==> src/rtl/regfile_dump_reader.sv <==
// Walks register file read port over indices 0..NUM_REGS-1 and streams each word out with its index.
// Optional DUMP_CHECKSUM_EN appends one XOR-of-all-words beat after the register beats.
module regfile_dump_reader #(
    parameter int NUM_REGS = 32,
    parameter int ADDR_W   = 5,
    parameter int DATA_W   = 32
) (
    input  logic              clk,
    input  logic              reset,
    input  logic              start,
    output logic              busy,
    output logic              done,
    output logic [ADDR_W-1:0] rf_addr,
    input  logic [DATA_W-1:0] rf_data,
    output logic              out_valid,
    input  logic              out_ready,
    output logic [ADDR_W-1:0] out_addr,
    output logic [DATA_W-1:0] out_data,
    output logic              out_last
);

    typedef enum logic [1:0] {S_IDLE, S_LOAD, S_WAIT, S_DONE} state_t;

    localparam logic [ADDR_W-1:0] LAST_IDX = ADDR_W'(NUM_REGS - 1);

    state_t            state, state_nxt;
    logic [ADDR_W-1:0] idx;
    logic              at_last;
    logic              hs;
    logic              walk_end;

    assign rf_addr = idx;
    assign at_last = (idx == LAST_IDX);
    assign hs      = out_valid && out_ready;

`ifdef DUMP_CHECKSUM_EN
    logic              csum_beat;
    logic [DATA_W-1:0] csum;
    // The walk only ends once the trailing checksum beat has been accepted.
    assign walk_end = csum_beat;
`else
    assign walk_end = at_last;
`endif

    always_ff @(posedge clk or posedge reset) begin
        if (reset) state <= S_IDLE;
        else       state <= state_nxt;
    end

    always_comb begin
        state_nxt = state;
        done      = 1'b0;
        case (state)
            S_IDLE: if (start) state_nxt = S_LOAD;
            S_LOAD: state_nxt = S_WAIT;
            S_WAIT: if (hs) state_nxt = walk_end ? S_DONE : S_LOAD;
            S_DONE: begin
                done      = 1'b1;
                state_nxt = S_IDLE;
            end
            default: state_nxt = S_IDLE;
        endcase
    end

    always_ff @(posedge clk or posedge reset) begin
        if (reset) begin
            idx       <= '0;
            busy      <= 1'b0;
            out_valid <= 1'b0;
            out_addr  <= '0;
            out_data  <= '0;
            out_last  <= 1'b0;
`ifdef DUMP_CHECKSUM_EN
            csum_beat <= 1'b0;
            csum      <= '0;
`endif
        end else begin
            case (state)
                S_IDLE: if (start) begin
                    idx  <= '0;
                    busy <= 1'b1;
`ifdef DUMP_CHECKSUM_EN
                    csum_beat <= 1'b0;
                    csum      <= '0;
`endif
                end
                S_LOAD: begin
                    out_valid <= 1'b1;
`ifdef DUMP_CHECKSUM_EN
                    if (csum_beat) begin
                        out_addr <= '0;
                        out_data <= csum;
                        out_last <= 1'b1;
                    end else begin
                        out_addr <= idx;
                        out_data <= rf_data;
                        out_last <= 1'b0;
                        csum     <= csum ^ rf_data;
                    end
`else
                    out_addr <= idx;
                    out_data <= rf_data;
                    out_last <= at_last;
`endif
                end
                S_WAIT: if (hs) begin
                    out_valid <= 1'b0;
                    // idx parks at the last index; it never wraps back to 0 mid-walk.
                    if (!at_last) idx <= idx + 1'b1;
`ifdef DUMP_CHECKSUM_EN
                    else          csum_beat <= 1'b1;
`endif
                end
                S_DONE: begin
                    busy <= 1'b0;
                    idx  <= '0;
                end
                default: ;
            endcase
        end
    end

endmodule

==> config.mk <==
export PLATFORM = sky130hd
export DESIGN_NAME = regfile_dump_reader
export DESIGN_NICKNAME = d
export VERILOG_FILES = /design/src/rtl/regfile_dump_reader.sv
export SDC_FILE = /design/constraint.sdc
export NUM_CORES = 1
export LEC_CHECK = 0
export CORE_MARGIN = 10
export CORE_UTILIZATION = 45
export CTS_CLUSTER_DIAMETER = 80
export CTS_CLUSTER_SIZE = 40
export DETAILED_ROUTE_END_ITERATION = 16
export MAX_ROUTING_LAYER = met4
export PLACE_DENSITY = 0.82
export SYNTH_ARGS = -nofsm -noshare
export SYNTH_HDL_FRONTEND = slang
export SYNTH_SLANG_ARGS = --single-unit
==> constraint.sdc <==
create_clock -name clk -period 5.6 [get_ports clk]
set_clock_uncertainty 0.15 [all_clocks]
set_input_delay 1.12 -clock clk [delete_from_list [all_inputs] [get_ports clk]]
set_output_delay 1.12 -clock clk [all_outputs]
set_load 0.005 [all_outputs]
==> metrics.yaml <==
cp.arrival_ps: 1560
floorplan.initialDensity_pct: 47.8
outcome: "finished clean"
clock.fmax_mhz: 354
layout.nets: 247
hold_path.class: "reg2reg"
critical-path-slowest-cell: "dfrtp_1"
final_design_area_no_fill_mm2: 0.00285
critPathLaunchType: "flip-flop"
worst_slew_pin_slew_ps: 1150
final_period_minus_worst_setup_slack_ps: 2830
fp.coreArea_mm2: 0.00409
numPortBuffers: 81
detailedRoute.firstIterationViolations: 113
io_pins: 82
synthDistinctLibCells: 28
synth_top_cells_by_area: "dfrtp_1 (60%), mux2_2 (17%), mux2_4 (6.9%)"
dpl_cell_area_mm2: 0.00277
holdBufCountCts: 0
fin_tns_setup_ps: 0
drc: 0
commonest_cells_after_routing_fill_and_taps_aside: "clkdlybuf4s50_1 (81), dfrtp_1 (47), mux2_2 (29)"
clk_pin_slew_ps: 80
cellLeakagePower_nw: 1.22
rsz_0062_raised_after_global_routing: "false"
yosysSeqAreaShare_pct: 60.2
cts.path.max_buffers: 2
fin_hold_ws_ps: 364
clock_tree.htree_level_count: 2
worst_slew_margin_pct: 23.0
slew_violations: 0
crit_required_ps: 4330
power_density_mw_per_mm2: 495
cts_buffers: 5
first_global_vias: 1553
clockRootBuffer: "clkbuf_8"
critical-path-max-stage-delay_ps: 540
max-vdd-ir-drop_uv: 316
postCtsSetupRepairBufs: 0
critPathMaxFanout: 10
horizontal_die_dimension_um: 85.9
timing.setup.critical_path_class: "reg2out"
total_power_mw: 1.41
syn_area_mm2: 0.00195
vertical_extent_of_the_die_um: 85.9
cp-end-kind: "primary output"
maxCapViolations: 0
global_route_wire_length_before_repair_um: 8220
firstDrtPassIters: 4
routability_congestion_estimate: 0.864
area_delta_synth_final_pct: 46.1
grt_max_degree: 48
drt-wirelength-per-cell_um: 19.6
grt_usage_pct: 14.5
grt_overflow_total: 0
synth_area_per_cell_um2: 15.4
numClockSinks: 47
drive_gt1_share_pct: 22.9
top_area_cell_type_share_of_the_netlist_area_pct: 60.2
worstPathCellList: "and2_1 > clkdlybuf4s50_1"
tritoncts: "done"
antennaDiodeCount: 0
insertion_delay_ps: 290
row_count: 23
synth_top_cell_by_area: "dfrtp_1"
yosysWarningCount: 0
dp.final_hpwl_um: 3890
postCtsResizedCells: 0
share_of_the_clock_period_used_by_the_worst_path_after_layout_pct: 50.5
report.final.setup_viol: 0
timing_hold_violations_final: 0
number_of_antenna_violations_at_the_first_check_in_global_routing: 0
dr_vias_cell: 5.21
postRouteWirelength_um: 5090
post_synthesis_net_count: 165
most_common_cell_after_layout_fill_and_taps_aside: "clkdlybuf4s50_1"
dieArea_mm2: 0.00738
number_of_nets_with_antenna_violations_after_detailed_routing: 0
detailroute.via_count: 1354
synth.ff_latch_count: 47
netlist_instances: 127
==> through the flow <==
stage / setup slack [ps] / util (%) / cells
after floorplan: 3210 / - / 127
after global routing: 2690 / 69.8 / 260
after detailed placement: 3000 / 67.7 / 252
after CTS: 2790 / 69.8 / 260
final: 2770 / 69.8 / 260
after global placement: 3060 / 67.7 / 252
==> where the power goes <==
part / switching (mW) / internal, mW
registers: 0.0944 / 0.480
clock network: 0.109 / 0.0873
logic: 0.213 / 0.429
==> cell type report <==
type	count	area, µm²
Clock inverter	2	12.5
Clock buffer	6	72.6
Tap cell	50	62.6
Sequential cell	47	1180
Fill cell	284	1230
Inverter	4	15.0
Timing Repair Buffer	81	811
Multi-Input combinational cell	70	703
==> final timing paths <==
kind                                          start                       end  slack (ps)  cells after the start
setup / recovery               state[1]$_DFFE_PP0P_                      done        2770                      2
hold / removal             out_data[11]$_DFFE_PP0P_  out_data[11]$_DFFE_PP0P_         360                      1
setup reg to reg               state[0]$_DFFE_PP0P_   out_data[6]$_DFFE_PP0P_        3450                      3
hold reg to reg            out_data[11]$_DFFE_PP0P_  out_data[11]$_DFFE_PP0P_         360                      1
max in group asynchronous                     reset   out_addr[0]$_DFFE_PP0P_        3510                      2
min in group asynchronous                     reset  out_data[14]$_DFFE_PP0P_        1200                      2
==> registers in the layout (all words and copies together), names as in the netlist <==
| register | count |
|---|---|
| out_valid | 1 |
| out_addr | 5 |
| out_last | 1 |
| out_data | 32 |
| state | 2 |
| busy | 1 |
| rf_addr | 5 |
==> cell families (layout without fill, tap and decap cells) <==
logic type	Yosys count	count (layout)	synth area share, %
muxes	40	40	24.7
buffers and inverters	10	93	3.78
DFF	47	47	60.2
and+or+nand+nor	14	14	4.81
AOI/OAI and AO/OA	12	12	4.36
xor gates and xnor gates	2	2	0.897
adders and majority gates	2	2	1.28
==> critical path: cells and delay by family (launching register included) <==
| kind | cells | cell delay [ps] |
|---|---|---|
| flops | 1 | 540 |
| simple gates | 1 | 200 |
| buf+inv | 1 | 520 |
==> layer usage <==
| layer | vias to the layer above | wire length [µm] | track usage [%] |
|---|---|---|---|
| met1 | 687 | 1960 | 15.0 |
| met4 | 0 | 32 | 3.29 |
| li1 | 610 | - | - |
| met5 | - | 0 | - |
| met3 | 4 | 418 | 7.28 |
| met2 | 53 | 2680 | 24.2 |
==> Yosys cell counts <==
cell type  number
nand2_1         1
and3b_1         1
a221o_1         1
buf_2           1
a21oi_1         5
inv_2           1
or2_0           1
nand3b_1        1
buf_6           1
ha_1            2
nand2b_1        2
nor2_4          1
o2bb2ai_1       4
xor2_1          1
nand3_1         2
nand4b_1        1
mux2_4          9
inv_1           3
nor4_1          1
mux2i_1         2
buf_12          1
mux2_2         29
o21bai_1        2
xnor2_1         1
buf_4           3
and3_1          2
and2_1          1
dfrtp_1        47
(Power assumes the default switching activity.)
